`config.mk`:
```
export PLATFORM = sky130hd
export DESIGN_NAME = mem_port_arbiter
export DESIGN_NICKNAME = d
export VERILOG_FILES = /design/src/rtl/mem_arb_pkg.sv /design/src/rtl/arb_starve_picker.sv /design/src/rtl/mem_port_arbiter.sv
export SDC_FILE = /design/constraint.sdc
export NUM_CORES = 1
export LEC_CHECK = 0
export ABC_AREA = 1
export ABC_CLOCK_PERIOD_IN_PS = 2000
export CORE_AREA = 2 2 166 168
export DETAILED_ROUTE_END_ITERATION = 8
export DIE_AREA = 0 0 168 170
export GPL_TIMING_DRIVEN = 0
export PLACE_DENSITY = 0.44
export SLEW_MARGIN = 20
export SYNTH_ARGS = -nofsm -noshare
export SYNTH_HDL_FRONTEND = slang
export SYNTH_HIERARCHICAL = 1
export SYNTH_SLANG_ARGS = --single-unit
```
`constraint.sdc`:
```
create_clock -name clk -period 2 [get_ports clk]
set_clock_uncertainty 0.1 [all_clocks]
set_input_delay 0.2 -clock clk [delete_from_list [all_inputs] [get_ports clk]]
set_output_delay 0.2 -clock clk [all_outputs]
set_load 0.03 [all_outputs]
```
`src/rtl/mem_arb_pkg.sv`:
```
// mem_arb_pkg: shared state, owner and request types for the memory port arbiter
package mem_arb_pkg;
  localparam int MEMARB_AW = 32;
  localparam int MEMARB_DW = 32;
  typedef enum logic [1:0] {IDLE, WAIT_I, WAIT_D, WAIT_DROP} arb_state_t;
  typedef enum logic {OWN_I, OWN_D} owner_t;
  typedef struct packed {
    logic [MEMARB_AW-1:0] addr;
    logic                 wen;
    logic [MEMARB_DW-1:0] wdata;
  } mem_req_t;
endpackage

```
`src/rtl/arb_starve_picker.sv`:
```
// arb_starve_picker: data-first grant with a bounded run of data grants while a fetch waits
module arb_starve_picker import mem_arb_pkg::*; #(
  parameter int STARVE_LIMIT = 4
) (
  input  logic   clk,
  input  logic   reset_n,
  input  logic   i_valid,
  input  logic   d_valid,
  input  logic   issue,
  input  logic   i_fire,
  input  logic   d_fire,
  output owner_t owner
);
  localparam int CW = $clog2(STARVE_LIMIT + 1);
  logic [CW-1:0] cnt;
  logic at_limit;
  assign at_limit = cnt == CW'(STARVE_LIMIT);
  assign owner = (issue && d_valid && !(i_valid && at_limit)) ? OWN_D : OWN_I;
  // count data grants made while a fetch is waiting; a fetch grant or an idle fetch side ends the run
  always_ff @(posedge clk)
    if (!reset_n || i_fire || !i_valid) cnt <= '0;
    else if (d_fire && !at_limit) cnt <= cnt + 1'b1;
endmodule

```
`src/rtl/mem_port_arbiter.sv`:
```
// mem_port_arbiter: shares one memory port between fetch and load/store; MEMARB_PERF_EN adds perf counters
module mem_port_arbiter import mem_arb_pkg::*; #(
  parameter int ADDR_WIDTH   = MEMARB_AW,
  parameter int DATA_WIDTH   = MEMARB_DW,
  parameter int STARVE_LIMIT = 4
) (
  input  logic                  clk,
  input  logic                  reset_n,
  input  logic                  i_req_valid,
  output logic                  i_req_ready,
  input  logic [ADDR_WIDTH-1:0] i_req_addr,
  input  logic                  i_kill,
  output logic                  i_resp_valid,
  output logic [ADDR_WIDTH-1:0] i_resp_addr,
  output logic [DATA_WIDTH-1:0] i_resp_inst,
  input  logic                  d_req_valid,
  output logic                  d_req_ready,
  input  logic [ADDR_WIDTH-1:0] d_req_addr,
  input  logic                  d_req_wen,
  input  logic [DATA_WIDTH-1:0] d_req_wdata,
  output logic                  d_resp_valid,
  output logic [DATA_WIDTH-1:0] d_resp_rdata,
  output logic                  mem_req_valid,
  input  logic                  mem_req_ready,
  output logic [ADDR_WIDTH-1:0] mem_req_addr,
  output logic                  mem_req_wen,
  output logic [DATA_WIDTH-1:0] mem_req_wdata,
  input  logic                  mem_resp_valid,
  input  logic [ADDR_WIDTH-1:0] mem_resp_addr,
  input  logic [DATA_WIDTH-1:0] mem_resp_data,
  output logic [31:0]           perf_i_grants,
  output logic [31:0]           perf_d_grants,
  output logic [31:0]           perf_stall_cycles
);
  arb_state_t state;
  owner_t owner;
  mem_req_t win;
  logic resp, issue, any_req, xfer, i_fire, d_fire;
  assign resp = reset_n && mem_resp_valid && state != IDLE;
  assign issue = (reset_n && state == IDLE) || resp;
  assign any_req = i_req_valid || d_req_valid;
  assign mem_req_valid = issue && any_req;
  assign xfer = mem_req_valid && mem_req_ready;
  assign i_fire = xfer && owner == OWN_I;
  assign d_fire = xfer && owner == OWN_D;
  assign i_req_ready = issue && mem_req_ready && owner == OWN_I;
  assign d_req_ready = issue && mem_req_ready && owner == OWN_D;

  arb_starve_picker #(.STARVE_LIMIT(STARVE_LIMIT)) u_picker (
    .clk(clk), .reset_n(reset_n), .i_valid(i_req_valid), .d_valid(d_req_valid),
    .issue(issue), .i_fire(i_fire), .d_fire(d_fire), .owner(owner)
  );

  // fetches never write, so the fetch side drives a clean read
  always_comb
    win = owner == OWN_I ? mem_req_t'{addr: MEMARB_AW'(i_req_addr), wen: 1'b0, wdata: '0}
                         : mem_req_t'{addr: MEMARB_AW'(d_req_addr), wen: d_req_wen, wdata: MEMARB_DW'(d_req_wdata)};
  assign mem_req_addr = ADDR_WIDTH'(win.addr);
  assign mem_req_wen = win.wen;
  assign mem_req_wdata = DATA_WIDTH'(win.wdata);

  assign i_resp_valid = resp && state == WAIT_I && !i_kill;
  assign i_resp_addr = mem_resp_addr;
  assign i_resp_inst = mem_resp_data;
  assign d_resp_valid = resp && state == WAIT_D;
  assign d_resp_rdata = mem_resp_data;

  // one outstanding transaction: a transfer opens a wait, a response with no follow-on transfer closes it
  always_ff @(posedge clk)
    if (!reset_n) state <= IDLE;
    else if (xfer) state <= owner == OWN_I ? WAIT_I : WAIT_D;
    else if (resp) state <= IDLE;
    else if (state == WAIT_I && i_kill) state <= WAIT_DROP;

`ifdef MEMARB_PERF_EN
  // grant and stall event counters, wrapping naturally
  always_ff @(posedge clk)
    if (!reset_n) begin
      perf_i_grants <= '0;
      perf_d_grants <= '0;
      perf_stall_cycles <= '0;
    end else begin
      perf_i_grants <= perf_i_grants + 32'(i_fire);
      perf_d_grants <= perf_d_grants + 32'(d_fire);
      perf_stall_cycles <= perf_stall_cycles + 32'(any_req && !xfer);
    end
`else
  assign perf_i_grants = '0;
  assign perf_d_grants = '0;
  assign perf_stall_cycles = '0;
`endif

`ifndef SYNTHESIS
  // a response with nothing outstanding means the memory side is misbehaving
  always_ff @(posedge clk)
    if (reset_n && state == IDLE && mem_resp_valid) $error("mem_port_arbiter: response with no outstanding request");
`endif
endmodule
```
* Word level (Yosys, flattened, before mapping) *
Index checks and enable logic that the tools add are counted.

word-level totals
  register bits = 5
  input bits = 168
  word-level logic and storage cells = 43
  output and inout bits = 262

operators by class
  reduce and logical (&&, ||, !) cells = 30
  bitwise gates (word level) = 1
  mux-type cells = 6
  $add $sub $neg = 1
  equal/unequal tests = 3

operators with widths
  cell                   number
  $mux W65               1
  $logic_and A1 B1 Y1    18
  $mux W2                4
  $logic_not A1 Y1       5
  $logic_or A1 B1 Y1     4
  $add A3 B1 Y3 const B  1
  $eq A3 B3 Y1 const B   1
  $reduce_bool A3 Y1     1
  $eq A2 B1 Y1 const B   1
  $eq A2 B2 Y1 const B   1
  $logic_not A2 Y1       1
  $reduce_bool A2 Y1     1
  $mux W1                1
  $not A1 Y1             1

* Longest topological paths before layout *
Gate-level depths: netlist of run 1.

  depth in word-level cells = 10
  mapped depth = 14
  mapped depth without buffers = 12

* Modules after synthesis *
Netlist of run 1, hierarchy kept.

modules (own cells, without submodules)
  module             cells an instance  instances  area each (um^2)  sequential area each (um^2)
  mem_port_arbiter   399                1          2318.5            40.0
  arb_starve_picker  30                 1          206.4             60.1

* Worst setup path after synthesis of run 1 *
No wires, ideal clock.

  path type = register -> output
  from = reg state[1]
  to = out i_req_ready
  cell stages (with the launch flop) = 11
  path buffers = 3
  data required time = 1.700 ns
  arrival = 1.599 ns
  setup slack = 0.101 ns
  cells stage by stage = dfxtp_1 -> nor2_4 -> inv_2 -> nand2_4 -> nand2_4 -> nand3_1 -> inv_1 -> buf_2 -> buf_4 -> buf_2 -> nor2_1

on the way
  word-level cells in the longest chain between the ends = 8
  elaborated cells between the ends (all ways) = 11
  classes of those cells = 1 x mux; 1 x bitwise; 9 x reduce/logical

RTL lines
  item                                                           line                                            text
  start, declared                                                mem_port_arbiter.sv:35                          arb_state_t state;
  start signal, assigned                                         mem_port_arbiter.sv:71                          else if (xfer) state <= owner == OWN_I ? WAIT_I : WAIT_D;
  $logic_not A2 Y1 / $reduce_bool A2 Y1 (equally long branches)  mem_port_arbiter.sv:40, mem_port_arbiter.sv:39
  $logic_and A1 B1 Y1, on equally long branches                  mem_port_arbiter.sv:40, mem_port_arbiter.sv:39
  $logic_or A1 B1 Y1 *                                           mem_port_arbiter.sv:40                          assign issue = (reset_n && state == IDLE) || resp;
  named net issue                                                mem_port_arbiter.sv:38                          logic resp, issue, any_req, xfer, i_fire, d_fire;
  $logic_and A1 B1 Y1 * (2 in a row)                             arb_starve_picker.sv:18                         assign owner = (issue && d_valid && !(i_valid && at_limit)) ? OWN_D : OWN_I;
  $mux W1 *                                                      arb_starve_picker.sv:18
  named net owner                                                mem_port_arbiter.sv:36                          owner_t owner;
  $not A1 Y1 *                                                   n/a
  $logic_and A1 B1 Y1 *                                          mem_port_arbiter.sv:46                          assign i_req_ready = issue && mem_req_ready && owner == OWN_I;
  end, declared                                                  mem_port_arbiter.sv:10                          output logic i_req_ready,

The timed path passes the listed nets; every way through them passes the cells marked *.

* Worst setup path in the final report of run 1 *
  from = reg state[1]
  to = out mem_req_wdata[18]

on the way
  word-level cells in the longest chain between the ends = 7
  elaborated cells between the ends (all ways) = 9
  classes of those cells = 2 x mux; 7 x reduce/logical

RTL lines
  item                                                           line                                            text
  $logic_not A2 Y1 / $reduce_bool A2 Y1 (equally long branches)  mem_port_arbiter.sv:40, mem_port_arbiter.sv:39
  $logic_and A1 B1 Y1, on equally long branches                  mem_port_arbiter.sv:40, mem_port_arbiter.sv:39
  $logic_or A1 B1 Y1 *                                           mem_port_arbiter.sv:40
  named net issue                                                mem_port_arbiter.sv:38
  $logic_and A1 B1 Y1 * (2 in a row)                             arb_starve_picker.sv:18
  $mux W1 *                                                      arb_starve_picker.sv:18
  named net owner                                                mem_port_arbiter.sv:36
  $mux W65 *                                                     mem_port_arbiter.sv:56                          win = owner == OWN_I ? mem_req_t'{addr: MEMARB_AW'(i_req_addr), wen: 1'b0, wdata: '0}
  end, declared                                                  mem_port_arbiter.sv:27                          output logic [DATA_WIDTH-1:0] mem_req_wdata,

Marked as above.

==> out/metrics.csv, run 1 <==
metric,value,unit
Critical Path Start Type,register,
Root Driver,clkbuf_16,
Pwr per Cell Area,368.2,nW/µm²
Crit path arrival time,1.73,ns
synth unique cells,23,
r2r setup slk,0.13,ns
Reg area,110.1,µm²
HPWL after detailed placement,11.23,mm
Final period util,101.4,%
Fill cells,2942,
Setup TNS,-0.3135,ns
fin. max-slew vios,0,
Sink Count,5,
critical path capture point type,primary output,
FMAX,0.4931,GHz
H-tree depth,1,
Synth Area per Inst,5.886,µm²
core area,26650,µm²
Initial Util,9.474,%
vias in the first global route,3114,
Max-Cap Viols,0,
latest clock arrival within the worst-skew pair,0.23,ns
row count,60,
clock slew at reported path FFs,0.03,ns
crit path kind,reg -> out,
clock tree from TritonCTS,yes,
"commonest non-fill, non-tap cell in the layout",buf_4,
setup repair after global routing missed its margin,yes,
# IOs,430,
Hold Path Origin,reset_n,
final net count,986,
global-route usage over all layers,8.071,%
Hold Path Sink,state[1],
Routed Antenna Nets,0,
worst vdd ir,0.1756,mV
first-pass GRT wire length,17.80,mm
Yosys warning total,6,
top_reg_cell synth,dfxtp_1,
Critical Path RT,1.70,ns
Lkg Pwr,3.667,nW
fin crit period,2.028,ns
Final Wtd Congestion,0.6915,
via count,3315,
area of the multi-input gates,1310,µm²
CTS buffer count,3,
Remaining DRCs,0,
die span in x,168,µm
Hold Crit Depth,3,
antenna cell count,0,
failing checks,setup timing,
Reg-to-Reg End,u_picker/cnt[2],
crit-path max FO,8,
pre-CTS setup slack,-1.319,ns
HP Class,in -> reg,
port buffer count,269,
DRT Pass-1 Iters,4,
DIE HEIGHT,170,µm
"commonest non-fill, non-tap cells in the layout","203 x buf_4, 198 x clkdlybuf4s50_1, 96 x conb_1",
largest net degree at the start of global routing,11,
status,"finished, violations left",
vias per inst,2.868,
Setup WS post-layout,-0.02780,ns
GRT overflow,0,
final hold vios,0,
Die ar.,28560,µm²
R2R cell count,14,
layout cell share with drive strength beyond 1,47.98,%
r2r startpoint,state[1],
Avg WL per Cell,11.49,µm
Syn Inst Count,429,
Syn-to-layout area delta,169.2,%
final WL,13.28,mm
Seq cells post-synth,5,
Iteration-0 DRC Markers,29,
clock buffer depth,2,
initial antenna violation count,0,
mapped cell area,2525,µm²
Post-synth EDFFs,0,
Final Setup Violations,27,
register area share after synthesis,3.964,%
fraction of registers with async set/reset,0,%
Post-Route Utilization,25.50,%
==> metrics by stage <==
stage	total power, mW	area (µm²)	cells	hold WS (ns)
detailed placement	1.932	6001	1134	0.4152
CTS	2.417	6482	1148	0.3614
global route	2.633	6797	1156	0.3919
global placement	1.932	6001	1134	0.4076
finish	2.503	6797	1156	0.3485
floorplan	1.236	2882	524	0.2316
==> repair_timing <==
item                                   in CTS  in global routing
gates resized for setup                   541                 93
setup endpoints to repair                  74                 71
endpoints found under the hold margin       0                  0
pin swaps                                   6                  8
hold buffers                                0                  0
gates cloned                                3                  4
setup buffers                               7                  5
==> cell families after synthesis <==
group                      synth area share (%)
and+or+nand+nor                           26.66
AOI/OAI and AO/OA                         1.635
DFF                                       3.964
buffers and inverters                     66.60
adders and majority gates                0.9909
other                                    0.1485
==> critical path, stage by stage (launching register included) <==
cell and delay (ns):
dfxtp_4 0.34, nor2_4 0.13, nand2_2 0.08, nand2_4 0.08, nand3_2 0.06, inv_2 0.10, buf_12 0.15, buf_16 0.17
clkbuf_16 0.16, nand2_2 0.05, inv_2 0.05, buf_6 0.12
==> per-layer routing <==
metal	vias up	global-route usage [%]	share of wire, %
li1	1741	-	-
met1	1368	8.898	37
met2	206	16.35	54
met3	0	1.744	8.9
met4	0	0.4537	0
met5	-	0	0
==> sequential cells by signal, summed over array words and instances, names as in the netlist <==
name / count
u_picker/cnt: 3
state: 2
==> synthesized netlist by cell type, types with 3 or more instances <==
master | number | area share, %
buf_2 | 8 | 1.6
nand4_1 | 3 | 0.74
inv_1 | 45 | 6.7
buf_4 | 193 | 57
nand2_1 | 136 | 20
nand3_1 | 6 | 1.2
dfxtp_1 | 5 | 4.0
a21oi_1 | 4 | 0.79
nand2_2 | 5 | 1.2
nor2_1 | 6 | 0.89
==> how the worst max path moves through the flow <==
stage	from	end	slack (ns)	cells past startpoint
global route	state[1]	mem_req_wdata[18]	-0.13	11
finish	state[1]	mem_req_wdata[18]	-0.03	11
floorplan	state[1]	i_req_ready	0.10	10
detailed placement	reset_n	mem_req_addr[21]	-1.32	13
CTS	state[0]	mem_req_wdata[29]	-0.09	11
global placement	reset_n	mem_req_addr[21]	-1.36	13
==> final cells by class <==
class / instances / area share [%]
Clock buffer: 4 / 1.160
Tap cell: 341 / 6.278
Inverter: 49 / 2.909
Timing Repair Buffer: 288 / 44.86
Multi-Input combinational cell: 267 / 19.27
Buffer: 202 / 23.90
Sequential cell: 5 / 1.620
==> report_power, final <==
| group | total (mW) | switching [mW] | internal (mW) |
|---|---|---|---|
| sequential | 0.106 | 0.00312 | 0.103 |
| combinational | 2.07 | 1.09 | 0.975 |
| clock | 0.329 | 0.0649 | 0.264 |
| total | 2.50 | 1.16 | 1.34 |
Note: power is estimated with default switching activity, not from simulation.
==> run 2, diff against run 1 <==
SETUP_SLACK_MARGIN = 0.3   (was default)
==> run 2 against run 1 <==
  * The flow still finishes with violations (setup timing)
  * Fmax is 1.4% lower
  * Core utilization is 0.089 points lower
  * Design area is 0.35% lower
  * Highest routed layer is now met4
==> out/metrics.csv, run 2 (same netlist as run 1, synthesis figures left out) <==
metric,value,unit
crit-path max FO,6,
Root Driver,clkbuf_16,
CTS buffer count,3,
sw frac,46.52,%
dpl cells,1134,
Crit path arrival time,1.76,ns
# IOs,430,
fin. max-slew vios,0,
met1 wire length,4.080,mm
latest clock arrival within the worst-skew pair,0.23,ns
largest registers,"u_picker/cnt: 3 flops, state: 2 flops",
highest routed layer,met4,
Final period util,102.9,%
Final Setup Violations,10,
setup repair after global routing missed its margin,yes,
row count,60,
final hold vios,0,
"Design Area, Final",6773,µm²
initial antenna violation count,0,
Critical Path Start Type,register,
r2r setup slk,0.03,ns
GRT overflow,0,
die span in x,168,µm
vias in the first global route,3149,
DIE HEIGHT,170,µm
global-route usage over all layers,7.512,%
vias per inst,2.916,
Sink Count,5,
Die ar.,28560,µm²
clock slew at reported path FFs,0.03,ns
max reg flops,3,
Avg WL per Cell,10.98,µm
clock power share,13.0,%
P_sw,1.151,mW
"Cell Area, Placed",6068,µm²
worst vdd ir,0.2062,mV
HPWL after detailed placement,10.92,mm
clock buffer depth,2,
Finished Layout Cells,1161,
final net count,991,
Combinational Power Share,82.7,%
DR WL met2,7.327,mm
via count,3386,
H-tree depth,1,
Setup WS post-layout,-0.05708,ns
port buffer count,269,
Max-Cap Viols,0,
Int Power,1.323,mW
"commonest non-fill, non-tap cells in the layout","235 x buf_4, 196 x clkdlybuf4s50_1, 96 x conb_1",
first-pass GRT wire length,16.56,mm
failing checks,setup timing,
Critical Path RT,1.70,ns
Final Wtd Congestion,0.7121,
clock tree from TritonCTS,yes,
Remaining DRCs,0,
"commonest non-fill, non-tap cell in the layout",buf_4,
DRT Pass-1 Iters,4,
Initial Util,9.474,%
status,"finished, violations left",
Routed Antenna Nets,0,
Iteration-0 DRC Markers,18,
Syn-to-layout area delta,168.2,%
fin crit period,2.057,ns
layout cell share with drive strength beyond 1,50.12,%
crit path kind,reg -> out,
critical path capture point type,primary output,
total design power,2.474,mW
largest net degree at the start of global routing,11,
antenna cell count,0,
met3 WL,1.303,mm
HP Class,in -> reg,
FMAX,0.4861,GHz
final WL,12.75,mm
cts hold-fix bufs,0,
largest reg by FF count,u_picker/cnt,
core area,26650,µm²
Lkg Pwr,3.645,nW
Pwr per Cell Area,365.3,nW/µm²
Flop pwr share,4.3,%
[run 2: per-stage QoR]
step | utilization, % | TNS, ns | hold slack, ns | setup WS (ns)
3_3_place_gp | 22.77 | -80.80 | 0.4146 | -1.327
2_1_floorplan | - | 0 | 0.2316 | 0.2645
5_1_grt | 25.41 | -4.401 | 0.1963 | -0.1291
3_5_place_dp | 22.77 | -79.42 | 0.4059 | -1.307
4_1_cts | 24.70 | -0.9603 | 0.3512 | -0.08589
6_report | 25.41 | -0.4380 | 0.1749 | -0.05708
[run 2: repair_timing]
item | in CTS | in global routing
hold endpoints to repair | 0 | 0
endpoints found under the setup margin | 75 | 72
pin swaps | 7 | 6
gates cloned | 3 | 2
buffers inserted | 13 | 5
gates resized for setup | 535 | 38
[run 2: power groups by stage]
stage / logic, mW / registers, mW / clock network, mW
2_1_floorplan: 1.16 / 0.108 / 0
3_3_place_gp: 1.84 / 0.109 / 0
3_5_place_dp: 1.84 / 0.109 / 0
4_1_cts: 2.00 / 0.107 / 0.329
5_1_grt: 2.16 / 0.106 / 0.339
6_report: 2.05 / 0.105 / 0.323
[run 2: area by class of cell]
type,instances,area (µm²)
multi-input cells,267,1380
clock buffers,4,78.83
plain buffers,203,1633
repair buffers,292,2949
well taps,341,426.7
fillers,2936,19880
flip-flops and latches,5,110.1
inverters,49,195.2
[run 2: per-layer routing]
metal  track usage, %  vias up
met5                0        -
met4           0.6805        0
met3            2.047        2
met2            16.35      242
met1            7.052     1395
li1                 -     1747
[run 2: worst paths after layout]
path | start | end | cells after the start
worst min register to register | u_picker/cnt[2] | u_picker/cnt[2] | 2
worst max-delay path | u_picker/cnt[1] | mem_req_wdata[27] | 12
worst min-delay path | reset_n | state[1] | 3
worst max register to register | u_picker/cnt[1] | state[1] | 13
[run 2: critical path, stage by stage (launching register included)]
cell     delay, ns
dfxtp_2       0.31
inv_2         0.06
ha_4          0.15
nand3_4       0.08
nand3_4       0.11
inv_4         0.04
buf_12        0.13
buf_12        0.14
buf_12        0.12
buf_16        0.14
nand2_8       0.06
inv_2         0.04
buf_6         0.12
==> run 3, diff against run 2 <==
ABC_CLOCK_PERIOD_IN_PS = 2600   (was 2000)
CORE_AREA = 2 2 168 170   (was 2 2 166 168)
DIE_AREA = 0 0 170 172   (was 0 0 168 170)
clock period = 2.6 ns   (was 2 ns; I/O delays follow)
==> run 3 against run 2 <==
  * The flow now finishes without violations
  * Sequential share of layout area up 0.059 points
  * Largest power group unchanged
  * Combinational power down 33%
  * Via count down 5.5%
  * Hold slack better by 0.23 ns
  * Highest routed layer unchanged
  * Total power down 31%
  * First-iteration DRC count rose to 2.7 times the previous value
  * Cell count down 1.4%
  * Setup slack better by 0.46 ns
  * Largest cell class unchanged
  * Clock power down 20%
  * Count of clock-buffer cells in the layout unchanged
==> out/metrics.csv, run 3 (same netlist as run 1, synthesis figures left out) <==
metric,value,unit
r2r startpoint,u_picker/cnt[0],
worst vdd ir,0.2556,mV
Final Setup Violations,0,
HPWL after detailed placement,10.87,mm
Root Driver,clkbuf_16,
clock buffer depth,2,
crit path kind,in -> out,
"Cell Area, Placed",6007,µm²
total design power,1.719,mW
r2r setup slk,0.73,ns
setup repair after global routing missed its margin,no,
clock tree from TritonCTS,yes,
DIE HEIGHT,172,µm
"commonest non-fill, non-tap cell in the layout",buf_4,
critical path capture point type,primary output,
final net count,970,
Reg-to-Reg End,u_picker/cnt[2],
max reg flops,3,
Critical Path RT,2.24,ns
Max-Cap Viols,0,
layout cell share with drive strength beyond 1,36.42,%
fin crit period,2.200,ns
largest reg by FF count,u_picker/cnt,
Setup crit end,mem_req_valid,
Setup WS post-layout,0.4003,ns
HP Class,reg -> reg,
core area,27480,µm²
fin. max-slew vios,0,
R2R cell count,13,
Finished Layout Cells,1145,
crit-path max FO,4,
final hold vios,0,
final WL,12.24,mm
Hold Path Origin,u_picker/cnt[0],
latest clock arrival within the worst-skew pair,0.23,ns
Avg WL per Cell,10.69,µm
final hold slack,0.4074,ns
die span in x,170,µm
Crit path arrival time,1.84,ns
Remaining DRCs,0,
largest net degree at the start of global routing,11,
pre-CTS setup slack,-0.6846,ns
largest registers,"u_picker/cnt: 3 flops, state: 2 flops",
Pwr per Cell Area,285.8,nW/µm²
antenna cell count,0,
port buffer count,269,
Initial Util,9.189,%
initial antenna violation count,0,
status,"finished, final reports clean",
Final period util,84.60,%
vias in the first global route,2828,
H-tree depth,1,
vias per inst,2.795,
via count,3200,
# IOs,430,
Setup crit start,i_req_valid,
clock slew at reported path FFs,0.03,ns
"commonest non-fill, non-tap cells in the layout","234 x buf_4, 200 x clkdlybuf4s50_1, 136 x nand2_1",
Final Wtd Congestion,0.7123,
CTS buffer count,3,
dpl cells,1139,
Fill cells,3101,
GRT overflow,0,
Sink Count,5,
Lkg Pwr,3.390,nW
FMAX,0.4546,GHz
first-pass GRT wire length,15.75,mm
Syn-to-layout area delta,138.3,%
"Design Area, Final",6016,µm²
Reg area,101.3,µm²
Die ar.,29240,µm²
Iteration-0 DRC Markers,49,
area of the multi-input gates,1100,µm²
DRT Pass-1 Iters,4,
global-route usage over all layers,7.060,%
Routed Antenna Nets,0,
Critical Path Start Type,input port,
row count,61,
-- run 3: worst max-delay path, stage by stage --
cell             delay, ns
clkdlybuf4s50_1       0.51
inv_1                 0.05
nand2_1               0.11
a21boi_0              0.21
clkdlybuf4s50_1       0.70
-- run 3: area by class of cell --
type                    count  area share [%]
repair buffers            271           41.78
plain buffers             203           26.58
multi-input cells         267           18.28
well taps                 346           7.196
inverters                  49           3.161
flip-flops and latches      5           1.685
clock buffers               4           1.310
-- run 3: how the worst min path moves through the flow --
stage,to,cells past startpoint
finish,u_picker/cnt[0],2
CTS,state[1],3
global route,u_picker/cnt[0],2
global placement,u_picker/cnt[1],2
detailed placement,u_picker/cnt[2],2
floorplan,state[0],2
-- run 3: report_power, final --
group | switching, mW | internal (mW)
clock network | 0.0530 | 0.204
registers | 0.00333 | 0.0795
logic | 0.764 | 0.616
-- run 3: layer usage --
metal	track usage (%)	share of wire (%)	wire length, µm
met5	0	0	0
met4	1.041	0.57	70
met3	1.328	9.8	1202
met2	13.91	53	6477
met1	7.982	37	4487
-- run 3: stage by stage --
stage / setup TNS (ns) / utilization [%]
4_1_cts: 0 / 21.75
5_1_grt: 0 / 21.89
2_1_floorplan: 0 / -
6_report: 0 / 21.89
3_3_place_gp: -38.16 / 21.86
3_5_place_dp: -37.12 / 21.86
-- run 3: timing repair --
item / in CTS / in global routing
endpoints found under the hold margin: 0 / 0
endpoints found under the setup margin: 69 / 67
gates cloned: 1 / 0
buffers inserted: 0 / 1
hold buffers: 0 / 0
resized for setup: 405 / 11
==> RTL change (flow settings as in run 2) <==
`STARVE_LIMIT` is set to 4 in 2 places; all go to 2.
--- a/src/rtl/arb_starve_picker.sv
+++ b/src/rtl/arb_starve_picker.sv
@@ -2,3 +2,3 @@
 module arb_starve_picker import mem_arb_pkg::*; #(
-  parameter int STARVE_LIMIT = 4
+  parameter int STARVE_LIMIT = 2
 ) (
--- a/src/rtl/mem_port_arbiter.sv
+++ b/src/rtl/mem_port_arbiter.sv
@@ -4,3 +4,3 @@
   parameter int DATA_WIDTH   = MEMARB_DW,
-  parameter int STARVE_LIMIT = 4
+  parameter int STARVE_LIMIT = 2
 ) (
Check against the original RTL: not equivalent (a bounded check fails within 4 cycles, from zero or initial values and one cycle with reset_n low).
==> RTL change against run 2 <==
The run still ends with negative setup slack left; area after synthesis down 3.4%; utilization down 0.38 points; worst setup slack better by 0.0091 ns; sequential power down 19%; fmax up 0.44%; sequential cell count down 1; total power down 1.3%; global-route usage about the same; design area down 1.5%; routed wire length down 1.9%; critical path type unchanged; largest cell class unchanged.
==> RTL change: results (changes against run 2) <==
Status:
- The flow ran to the end, but the final reports show violations.
- The checks that failed: negative setup slack.

Clock network:
- The count of instances resized after the clock tree is built is 503 (-6.0%).

Layout:
- The fraction of final layout cells with drive strength greater than 1 is 48.8% (-1.4 points).
- In the final layout, the registers with the most flip-flops are state: 2 flops, u_picker/cnt: 2 flops.

Yosys:
- The count of distinct cell types in the synthesized netlist is 22 (-4.3%).
- By area the synthesized netlist is led by sky130_fd_sc_hd__buf_4, sky130_fd_sc_hd__nand2_1, sky130_fd_sc_hd__inv_1, sky130_fd_sc_hd__dfxtp_1, sky130_fd_sc_hd__buf_2.
- The adder-cell share of the synthesized area is 0.513% (-0.48 points).
- The instance count of the mapped netlist is 418 (-2.6%).

Setup path:
- The worst register-to-register path ends at u_picker/cnt[0]$_SDFFE_PP0P_.
- The critical register-to-register path startpoint is state[1]$_SDFFE_PN0P_.
- On the critical path, the stage with the largest delay is an instance of sky130_fd_sc_hd__dfxtp_4.
- The reg2reg setup slack is 0.07 ns (+0.04 ns).

Power:
- The maximum vdd ir drop is 0.312 mV (+51%).
- The share of total power in the clock network came to 12.5% (-0.5 points).
- The internal power of the cells is 0.00130 W (-1.9%).

Detailed routing:
- The via count normalized by instance count is 2.90 (-0.56%).
- The length of routed wiring on met1 is 4.20 mm (+3.0%).
- The routed wire length came to 12.5 mm (-1.9%).
- The met3 wirelength from detailed routing came to 1.28 mm (-1.5%).
- The length of routed met2 wiring is 6.92 mm (-5.6%).

Global route:
- The number of global-route vias before repair is 2985 (-5.2%).
- The met2 layer usage reported by global route came to 15.7% (-0.65 points).
- The overall routing resource usage is 7.48% (-0.036 points).
- The met1 demand-to-capacity share in global routing is 7.52% (+0.47 points).

Placed design:
- The count of placed standard cells including taps came to 1123 (-0.97%).
- The half-perimeter wire length of the detailed placement result is 10.7 mm (-1.6%).

STA:
- The post-route setup TNS is -1.08 ns (-0.641 ns).
- The worst hold margin is 0.366 ns (+0.192 ns).
- The number of failing setup endpoints in the final timing report is 47 (+37).
- The worst path setup slack after routing was -0.0480 ns (+0.00907 ns).
RTL change: final cells by class:
class / count / area share (%)
Antenna cell: 1 / 0.0375
Buffer: 203 / 24.4
Clock buffer: 3 / 1.13
Inverter: 45 / 2.66
Multi-Input combinational cell: 261 / 19.8
Sequential cell: 4 / 1.31
Tap cell: 341 / 6.40
Timing Repair Buffer: 284 / 44.2
RTL change: how the worst max path moves through the flow:
stage / cells past startpoint / from / slack (ns) / to
floorplan: 9 / state[1]$_SDFFE_PN0P_ / 0.29 / mem_req_addr[13]
CTS: 11 / state[0]$_SDFFE_PN0P_ / -0.12 / mem_req_addr[1]
global placement: 12 / reset_n / -1.29 / mem_req_addr[15]
finish: 12 / state[1]$_SDFFE_PN0P_ / -0.05 / mem_req_addr[30]
detailed placement: 12 / reset_n / -1.27 / mem_req_addr[15]
global route: 12 / state[1]$_SDFFE_PN0P_ / -0.15 / mem_req_addr[30]
